### src/rtl/bp_pkg.sv
// Shared definitions for the branch prediction unit.
//   - default geometry of the branch target buffer (16 entries, 2-bit counters, 32-bit PC)
//   - bp_entry_t : one BTB entry {valid, tag, ctr, target} at the default geometry
//   - idx_of / tag_of : PC address split, usable at any geometry up to BP_PC_MAX bits
//   - weak_taken / weak_not_taken : counter reset/allocate values for any counter width
package bp_pkg;

  localparam int unsigned BP_PC_MAX  = 64;
  localparam int unsigned BP_XLEN    = 32;
  localparam int unsigned BP_ENTRIES = 16;
  localparam int unsigned BP_CTR_W   = 2;
  localparam int unsigned BP_IDX_W   = $clog2(BP_ENTRIES);
  localparam int unsigned BP_TAG_W   = BP_XLEN - BP_IDX_W - 2;

  // Counter values for the default width: MSB-only set is weakly taken,
  // one below that is weakly not-taken.
  localparam logic [BP_CTR_W-1:0] BP_WEAK_TAKEN     = BP_CTR_W'(1) << (BP_CTR_W - 1);
  localparam logic [BP_CTR_W-1:0] BP_WEAK_NOT_TAKEN = BP_WEAK_TAKEN - BP_CTR_W'(1);

  typedef struct packed {
    logic                valid;
    logic [BP_TAG_W-1:0] tag;
    logic [BP_CTR_W-1:0] ctr;
    logic [BP_XLEN-1:0]  target;
  } bp_entry_t;

  // Table index: word-aligned PC bits just above the byte offset.
  function automatic logic [BP_PC_MAX-1:0] idx_of(input logic [BP_PC_MAX-1:0] pc,
                                                  input int unsigned          idx_w);
    logic [BP_PC_MAX-1:0] mask;
    mask = (BP_PC_MAX'(1) << idx_w) - BP_PC_MAX'(1);
    return (pc >> 2) & mask;
  endfunction

  // Tag: every PC bit above the index.
  function automatic logic [BP_PC_MAX-1:0] tag_of(input logic [BP_PC_MAX-1:0] pc,
                                                  input int unsigned          idx_w);
    return pc >> (idx_w + 2);
  endfunction

  function automatic logic [31:0] weak_taken(input int unsigned ctr_w);
    return 32'd1 << (ctr_w - 1);
  endfunction

  function automatic logic [31:0] weak_not_taken(input int unsigned ctr_w);
    return weak_taken(ctr_w) - 32'd1;
  endfunction

endpackage

### src/rtl/sat_counter.sv
// Saturating up/down direction counter, next-value logic only.
// Ports:
//   i_ctr      : current counter value
//   inc / dec  : step up (stops at all-ones) / step down (stops at zero)
//   load       : replace with i_load_val; has priority over inc/dec
//   i_load_val : value used on load
//   o_next_c   : combinational next value
module sat_counter #(
  parameter int unsigned CTR_W = 2
) (
  input  logic [CTR_W-1:0] i_ctr,
  input  logic             inc,
  input  logic             dec,
  input  logic             load,
  input  logic [CTR_W-1:0] i_load_val,
  output logic [CTR_W-1:0] o_next_c
);

  localparam logic [CTR_W-1:0] CTR_MAX = '1;
  localparam logic [CTR_W-1:0] CTR_MIN = '0;

  // Next counter value with saturation at both ends.
  always_comb begin
    o_next_c = i_ctr;
    if (load) begin
      o_next_c = i_load_val;
    end else if (inc) begin
      if (i_ctr != CTR_MAX) o_next_c = i_ctr + CTR_W'(1);
    end else if (dec) begin
      if (i_ctr != CTR_MIN) o_next_c = i_ctr - CTR_W'(1);
    end
  end

endmodule

### src/rtl/bht_predictor.sv
// Direct-mapped branch target buffer with saturating direction counters.
// Predicts combinationally for the fetch PC, trains from the EX stage on the
// rising edge, flags mispredictions and keeps saturating statistics.
// Ports:
//   clk, rst                  : clock, synchronous active-high reset
//   if_pc                     : fetch PC to predict for
//   pred_taken, pred_target   : prediction (target is if_pc+4 when not taken)
//   ex_valid .. ex_pred_target: resolved EX instruction and its carried prediction
//   mispredict                : redirect request, combinational from the EX inputs
//   branch_cnt, mispred_cnt   : resolved-branch / misprediction counts
//   dbg_idx, dbg_entry        : debug read of one entry {valid @31, ctr @CTR_W-1:0}
module bht_predictor
  import bp_pkg::*;
#(
  parameter int unsigned ENTRIES = BP_ENTRIES,
  parameter int unsigned CTR_W   = BP_CTR_W,
  parameter int unsigned XLEN    = BP_XLEN,
  parameter int unsigned IDX_W   = $clog2(ENTRIES)
) (
  input  logic             clk,
  input  logic             rst,
  input  logic [XLEN-1:0]  if_pc,
  output logic             pred_taken,
  output logic [XLEN-1:0]  pred_target,
  input  logic             ex_valid,
  input  logic [XLEN-1:0]  ex_pc,
  input  logic             ex_is_branch,
  input  logic             ex_taken,
  input  logic [XLEN-1:0]  ex_target,
  input  logic             ex_pred_taken,
  input  logic [XLEN-1:0]  ex_pred_target,
  output logic             mispredict,
  output logic [31:0]      branch_cnt,
  output logic [31:0]      mispred_cnt,
  input  logic [IDX_W-1:0] dbg_idx,
  output logic [31:0]      dbg_entry
);

  localparam int unsigned TAG_W = XLEN - IDX_W - 2;

  localparam logic [CTR_W-1:0] CTR_WEAK_T  = CTR_W'(weak_taken(CTR_W));
  localparam logic [CTR_W-1:0] CTR_WEAK_NT = CTR_W'(weak_not_taken(CTR_W));
  localparam logic [31:0]      STAT_MAX    = 32'hFFFF_FFFF;

  // Entry layout matches bp_entry_t, sized for this instance's geometry.
  typedef struct packed {
    logic             valid;
    logic [TAG_W-1:0] tag;
    logic [CTR_W-1:0] ctr;
    logic [XLEN-1:0]  target;
  } entry_t;

  // Flop array: the lookup must be readable combinationally.
  entry_t      r_tab [ENTRIES];
  logic [31:0] r_branch_cnt;
  logic [31:0] r_mispred_cnt;

  logic [IDX_W-1:0] w_if_idx;
  logic [TAG_W-1:0] w_if_tag;
  logic             w_if_hit;
  logic [IDX_W-1:0] w_ex_idx;
  logic [TAG_W-1:0] w_ex_tag;
  logic             w_ex_tag_eq;
  logic             w_ex_hit;
  logic             w_br_valid;
  logic             w_ctr_inc;
  logic             w_ctr_dec;
  logic             w_ctr_load;
  logic [CTR_W-1:0] w_ctr_next;

  // Fetch-side lookup.
  assign w_if_idx = IDX_W'(idx_of(BP_PC_MAX'(if_pc), IDX_W));
  assign w_if_tag = TAG_W'(tag_of(BP_PC_MAX'(if_pc), IDX_W));
  assign w_if_hit = r_tab[w_if_idx].valid && (r_tab[w_if_idx].tag == w_if_tag);

  assign pred_taken  = w_if_hit && r_tab[w_if_idx].ctr[CTR_W-1];
  assign pred_target = pred_taken ? r_tab[w_if_idx].target : (if_pc + XLEN'(4));

  // Misprediction detect from the carried prediction and the resolved outcome.
  always_comb begin
    mispredict = 1'b0;
    if (ex_valid) begin
      if (ex_is_branch) begin
        mispredict = (ex_pred_taken != ex_taken) ||
                     (ex_taken && (ex_pred_target != ex_target));
      end else begin
        mispredict = ex_pred_taken;
      end
    end
  end

  // EX-side lookup for training.
  assign w_ex_idx    = IDX_W'(idx_of(BP_PC_MAX'(ex_pc), IDX_W));
  assign w_ex_tag    = TAG_W'(tag_of(BP_PC_MAX'(ex_pc), IDX_W));
  assign w_ex_tag_eq = (r_tab[w_ex_idx].tag == w_ex_tag);
  assign w_ex_hit    = r_tab[w_ex_idx].valid && w_ex_tag_eq;
  assign w_br_valid  = ex_valid && ex_is_branch;

  assign w_ctr_inc  = w_br_valid && w_ex_hit && ex_taken;
  assign w_ctr_dec  = w_br_valid && w_ex_hit && !ex_taken;
  assign w_ctr_load = w_br_valid && !w_ex_hit && ex_taken;

  // Only one entry trains per cycle, so a single counter datapath suffices.
  sat_counter #(
    .CTR_W (CTR_W)
  ) u_sat_counter (
    .i_ctr      (r_tab[w_ex_idx].ctr),
    .inc        (w_ctr_inc),
    .dec        (w_ctr_dec),
    .load       (w_ctr_load),
    .i_load_val (CTR_WEAK_T),
    .o_next_c   (w_ctr_next)
  );

  // Table training and statistics; reset wins over a same-cycle EX update.
  always_ff @(posedge clk) begin
    if (rst) begin
      for (int unsigned i = 0; i < ENTRIES; i++) begin
        r_tab[i] <= '{valid: 1'b0, tag: '0, ctr: CTR_WEAK_NT, target: '0};
      end
      r_branch_cnt  <= '0;
      r_mispred_cnt <= '0;
    end else if (ex_valid) begin
      if (ex_is_branch) begin
        if (w_ex_hit) begin
          r_tab[w_ex_idx].ctr <= w_ctr_next;
          if (ex_taken) r_tab[w_ex_idx].target <= ex_target;
        end else if (ex_taken) begin
          // Allocate, evicting whatever aliased into this slot.
          r_tab[w_ex_idx] <= '{valid: 1'b1, tag: w_ex_tag, ctr: w_ctr_next, target: ex_target};
        end
        if (r_branch_cnt != STAT_MAX) r_branch_cnt <= r_branch_cnt + 32'd1;
      end else if (ex_pred_taken && w_ex_tag_eq) begin
        // A non-branch was predicted taken: drop the stale entry it aliased.
        r_tab[w_ex_idx].valid <= 1'b0;
      end
      if (mispredict && (r_mispred_cnt != STAT_MAX)) r_mispred_cnt <= r_mispred_cnt + 32'd1;
    end
  end

  assign branch_cnt  = r_branch_cnt;
  assign mispred_cnt = r_mispred_cnt;

  // Debug view: valid in bit 31, counter in the low bits, zeros elsewhere.
  always_comb begin
    dbg_entry              = '0;
    dbg_entry[31]          = r_tab[dbg_idx].valid;
    dbg_entry[CTR_W-1:0]   = r_tab[dbg_idx].ctr;
  end

endmodule

### config.mk
export PLATFORM = sky130hd
export DESIGN_NAME = bht_predictor
export DESIGN_NICKNAME = d
export VERILOG_FILES = /design/src/rtl/bp_pkg.sv /design/src/rtl/sat_counter.sv /design/src/rtl/bht_predictor.sv
export SDC_FILE = /design/constraint.sdc
export NUM_CORES = 2
export LEC_CHECK = 0
export CAP_MARGIN = 20
export CORE_MARGIN = 2
export CORE_UTILIZATION = 55
export DETAILED_ROUTE_END_ITERATION = 7
export PLACE_DENSITY = 0.74
export SLEW_MARGIN = 10
export SYNTH_ARGS = -nofsm -noshare
export SYNTH_HDL_FRONTEND = slang
export SYNTH_HIERARCHICAL = 1
export SYNTH_SLANG_ARGS = --single-unit
### constraint.sdc
create_clock -name clk -period 14.97 [get_ports clk]
set_input_delay 2.994 -clock clk [delete_from_list [all_inputs] [get_ports clk]]
set_output_delay 2.994 -clock clk [all_outputs]
set_load 0.02 [all_outputs]
==> Yosys cells after proc, flatten, opt, wreduce, memory -nomap -nowiden <==
Memory sizes are Yosys's and may differ from the RTL's.
Index checks and enable logic that the tools add are counted.
{ "op_classes": {"addsub": 5, "eq_ne": 7, "n_mux": 37, "bitwise": 3, "reduce_logical": 19} }
{ "ops": {"columns": ["op", "count"], "rows": [
  ["$add A32 B1 Y32 const B", 2],
  ["$mux W32", 2],
  ["$ne A32 B32 Y1 const B", 2],
  ["$mux W61", 1],
  ["$reduce_or A61 Y1", 1],
  ["$eq A26 B26 Y1", 2],
  ["$add A32 B3 Y32 const B", 1],
  ["$ne A32 B32 Y1", 1],
  ["$mux W1", 26],
  ["$logic_and A1 B1 Y1", 12],
  ["$mux W2", 6],
  ["$mux W4", 2],
  ["$or A1 B1 Y1", 3],
  ["$reduce_and A3 Y1", 1],
  ["$add A2 B1 Y2 const B", 1],
  ["$logic_not A1 Y1", 2],
  ["$ne A2 B2 Y1 const B", 1],
  ["$reduce_and A2 Y1", 1],
  ["$reduce_bool A2 Y1", 1],
  ["$sub A2 B1 Y2 const B", 1],
  ["$logic_or A1 B1 Y1", 1],
  ["$ne A1 B1 Y1", 1]
]} }
{ "word_totals": {"register_bits": 64, "ramBits": 976, "inputBits": 138, "wordCells": 74, "mem_count": 1} }
{ "memory_table": {"columns": ["name", "words", "word_bits", "rd", "rd_clocked_by_memory_dff", "wr", "line_no", "rtl"], "rows": [
  ["r_tab", 16, 61, 3, 0, 16, "bht_predictor.sv:54", "entry_t r_tab [ENTRIES];"]
]} }

==> Longest topological paths before layout <==
An unclocked memory read counts as a cell.
{ "logic_depth": {"depth_word": 11, "depth_mapped": 21, "mapped_depth_nobuf": 13} }

==> By module <==
Netlist, hierarchy kept.
{ "by_module_without_submodules": {"columns": ["module", "n_inst", "cells_per_inst", "area_per_inst_um2", "seq_area_each_um2"], "rows": [
  ["bht_predictor", 1, 3694, 53318.6, 30589.3],
  ["sat_counter", 1, 11, 67.6, 0.0]
]} }

==> Least setup slack after synthesis <==
OpenSTA, ideal clock, no wires.
{ "synth_timing": {"path_type": "input port to output port", "startpoint": "input if_pc[2]", "endpoint": "output pred_taken", "t_arrival_ns": 6.282, "required_time_ns": 11.976, "path_slack_ns": 5.694, "path_stages": 9, "cell_sequence": "buf_2 > buf_1 > mux4_2 > mux4_2 > xnor2_1 > nand2_1 > nand4b_1 > or4_1 > nor4_1"} }
{ "synth_between": {"elab_chain_len": 4} }
{ "synth_rtl": {"columns": ["element", "line_no", "rtl"], "rows": [
  ["start, declared", "bht_predictor.sv:22", "input logic [XLEN-1:0] if_pc,"],
  ["$mem_v2 Z16 W61 (*)", null, null],
  ["$eq A26 B26 Y1", "bht_predictor.sv:74", "assign w_if_hit = r_tab[w_if_idx].valid && (r_tab[w_if_idx].tag == w_if_tag);"],
  ["$logic_and A1 B1 Y1", "bht_predictor.sv:74", null],
  ["$logic_and A1 B1 Y1 (*)", "bht_predictor.sv:76", "assign pred_taken = w_if_hit && r_tab[w_if_idx].ctr[CTR_W-1];"],
  ["end, declared", "bht_predictor.sv:23", "output logic pred_taken,"]
]} }
Mark *: on every way between the ends. The rest lies on a longest branch, timed or not.

==> Worst setup path after layout <==
{ "layout_timing": {"startpoint": "input if_pc[3]", "endpoint": "output pred_target[10]"} }
{ "layout_between": {"elab_chain_len": 5, "elab_cells_between_ends": 6, "classes_between": "add/sub (1); eq/ne (1); mux (1); reduce/logical (2); memory (1)"} }
{ "layout_rtl": {"columns": ["element", "line_no", "rtl"], "rows": [
  ["$mem_v2 Z16 W61", null, null],
  ["$eq A26 B26 Y1", "bht_predictor.sv:74", null],
  ["$logic_and A1 B1 Y1", "bht_predictor.sv:74", null],
  ["$logic_and A1 B1 Y1", "bht_predictor.sv:76", null],
  ["$mux W32 (*)", "bht_predictor.sv:77", "assign pred_target = pred_taken ? r_tab[w_if_idx].target : (if_pc + XLEN'(4));"],
  ["end, declared", "bht_predictor.sv:24", "output logic [XLEN-1:0] pred_target,"]
]} }
Marks and branches as above.

==> reports/metrics.cfg <==
[run_status]
outcome = completed

[timing]
finalHoldViolations = 0
rsz0062_at_grt = false
fin_crit_sh_pct = 73.9
slew_headroom_pct = 18.2
maxSlewViolCount = 0
setup_slack_ns = 3.91
finalSetupTns_ns = 0
tightestPinTransition_ns = 1.21
clock_skew_ns = 0.0323
fmax_mhz = 90.4
setup_viol = 0
fin_crit_ns = 11.06

[die]
die_w_um = 316
fp-row-count = 114
core_um2 = 96400
die_y_um = 316
dieArea_um2 = 99600
num_io_pins = 268
start_util_pct = 55.4

[logic_synthesis]
syn_area_um2 = 53400
ys.flop_type = edfxtp_1
synth.avg_cell_area_um2 = 14.4
synthSimpleGateAreaFrac_pct = 15.8
synth_compound_area_share_pct = 2.60
synthAdderAreaFrac_pct = 0.0703
synth_edf_count = 976
ys_types = 66
yosysWarnings = 6
synth_top_family_by_area = multiplexers
synth_xor_area_share_pct = 2.67
async_reset_ff_share_pct = 0
synth_seq_cells = 1040
synthCells = 3705
muxShareOfSynthArea_pct = 18.5
synth_seq_area_share_pct = 57.3

[flow_run]
drv_cap = 0

[critical_path]
cp.required_ns = 11.98
cp_common_cell = buf_4
cp_num_buf_inv = 4
cp_slowest_cell = buf_4
r2r-start = r_tab[14][50]$_SDFFCE_PN0P_
start_kind = input pin
slowest_delay_ns = 0.83
cp_max_fo = 73
cp_cell_sequence = buf_8 -> buf_4 -> buf_4 -> ha_1 -> nand2_1 -> nor2_1 -> nand3_1 -> xnor2_1 -> mux2_2 -> clkdlybuf4s50_1
worstPathArrival_ns = 8.06
r2r.worst_path.cells = 13
r2r_end = r_tab[10][32]$_SDFFCE_PN1P_
crit_start = if_pc[3]
criticalPathCategory = in2out
critPathTopFamily = buffers and inverters
worstSetupEndpointType = primary output
reg2reg_setup_slack_ns = 9.74

[pwr]
seqPwrFrac_pct = 50.1
swShare_pct = 24.2
p_switching_uw = 1630
power_uw = 6740
combPwrFrac_pct = 10.5
cellLeakagePower_uw = 0.0207
pwr_density_cell_nw_per_um2 = 111
ir_drop_v = 0.000107
pwr-share-clk_pct = 39.4
p_int_uw = 5100

[clock_tree]
cts_made_buffers = 108
clkLatencyLatePin_ns = 0.72
tritoncts = done
h-tree-depth = 3
clockBufferDepth = 3
hold_buffers = 0
clk_pin_slew_ns = 0.06
cts.sinks = 1040
clockRootBuffer = clkbuf_16
cts_setup_buffers = 0
cts_resized = 0

[cells_and_area]
multi_input_area_um2 = 21600
fin_nets = 3968
fin_area_um2 = 60500
fillers = 7008
drive_gt1_share_pct = 18.8
syn_to_final_growth_pct = 13.2
seqCellArea_um2 = 30600

[detailed_routing]
dr.first_iter.drc_count = 4101
final_antenna_net_count = 0
drc_errors = 0
drt_wl_total_um = 161000
vias = 33700
firstDrtPassIters = 5
via_per_inst = 6.48
routedWlPerCell_um = 31.0

[global_route]
grt_max_degree = 89
grt.overflow.total = 0
grt_antenna_before_repair = 18
grt_use_total_pct = 32.5
grt_pass1_vias = 33500
grt_pass1_wl_um = 231000

[placed_design]
io_buffer_count = 236
routabilityCongestion = 0.885
dp_hpwl_um = 93000
dp_worst_setup_slack_ns = 4.11
dpl-instance-area_um2 = 56900

[worst_hold_path]
hold_depth = 2
hold_class = reg2reg
min_to = mispred_cnt[17]$_SDFFE_PP0P_
holdCritStartpoint = mispred_cnt[17]$_SDFFE_PP0P_

tightest hold or removal path: stages, from the launching register on:
cell     delay, ns
dfxtp_1       0.32
o41ai_1       0.06
a21oi_1       0.06
worst max-delay path by stage:
stage	to	slack [ns]	cells after the start
floorplan	pred_taken	5.69	9
global placement	pred_target[10]	4.07	12
detailed placement	pred_taken	4.11	10
CTS	pred_taken	4.08	10
global route	pred_target[6]	3.80	12
finish	pred_target[10]	3.91	10
per-layer routing:
layer  vias up  GRT usage, %  wire length (um)
met3       426          6.08             16300
met5         -             0                45
li1      14000             -                 -
met4         6          15.5              8470
met1     17200          42.3             58300
met2      2054          53.1             78200
state kept, by name, summed over array words and instances, names as in the netlist:
signal,flops
branch_cnt,32
mispred_cnt,32
r_tab,976
cell usage after synthesis (5+ instances only):
cell type	number	area (um^2)
clkbuf_1	202	758
nor2b_1	21	131
buf_2	55	275
a221oi_1	14	123
nand4_1	31	194
nor4_1	15	93.8
edfxtp_1	976	29300
a21oi_1	39	195
and4_1	11	96.3
a21boi_1	16	120
mux2i_1	112	1120
buf_4	40	300
and2_1	947	5920
or4_1	6	45.0
inv_1	8	30.0
nand3b_1	7	52.6
nand2_1	90	338
nand2b_1	8	50.1
a21o_1	5	37.5
a22oi_1	30	225
or2_2	33	206
xor2_1	96	841
buf_6	8	90.1
mux4_2	374	8420
nand3_1	52	260
o211ai_1	6	45.0
and3_1	27	169
o21bai_1	16	120
a22o_1	18	158
buf_1	39	146
dfxtp_1	64	1280
or3_1	23	144
nor3_1	29	145
nor2_1	114	428
xnor2_1	67	587
mux2_2	31	349
o21ai_0	26	130
cell type report:
cell class                 instances  area share [%]
sequential                      1040            50.6
tap                             1276            2.64
multi-input combinational       2342            35.8
clock buffer                     141            4.80
timing repair buffer             327            5.20
clock inverter                    59           0.873
inverter                           8          0.0497
antenna                           11          0.0455
power groups by stage:
stage | combinational, uW | sequential (uW) | clock, uW
global placement | 693 | 3420 | 0
detailed placement | 699 | 3430 | 0
global route | 738 | 3380 | 2770
finish | 711 | 3370 | 2650
CTS | 702 | 3370 | 2670
floorplan | 442 | 3410 | 0
per-stage QoR:
step | cells | util [%] | hold WS [ns]
detailed placement | 4989 | 59.0 | 0.482
CTS | 5189 | 62.6 | 0.493
global placement | 4986 | 58.9 | 0.469
global route | 5203 | 62.7 | 0.521
finish | 5204 | 62.7 | 0.491
floorplan | 3734 | - | 0.550
logic make-up after synthesis:
family                   after synthesis
multiplexers                         517
AO/OA/AOI/OAI                        195
other                                  2
adder cells (fa/ha/maj)                3
buffers and inverters                352
flip-flops                          1040
AND/OR/NAND/NOR                     1433
XOR/XNOR                             163
cells in the final DEF, fill, tap and decap left out, types with 67 or more instances in the layout:
master           instances
clkbuf_16              110
buf_4                   89
mux2i_1                112
and2_1                 947
edfxtp_1               976
nor2_1                 102
mux4_2                 374
nand2_1                 90
xnor2_1                 67
clkdlybuf4s50_1        227
xor2_1                  96
No activity file was read; power rests on OpenSTA's default activity.
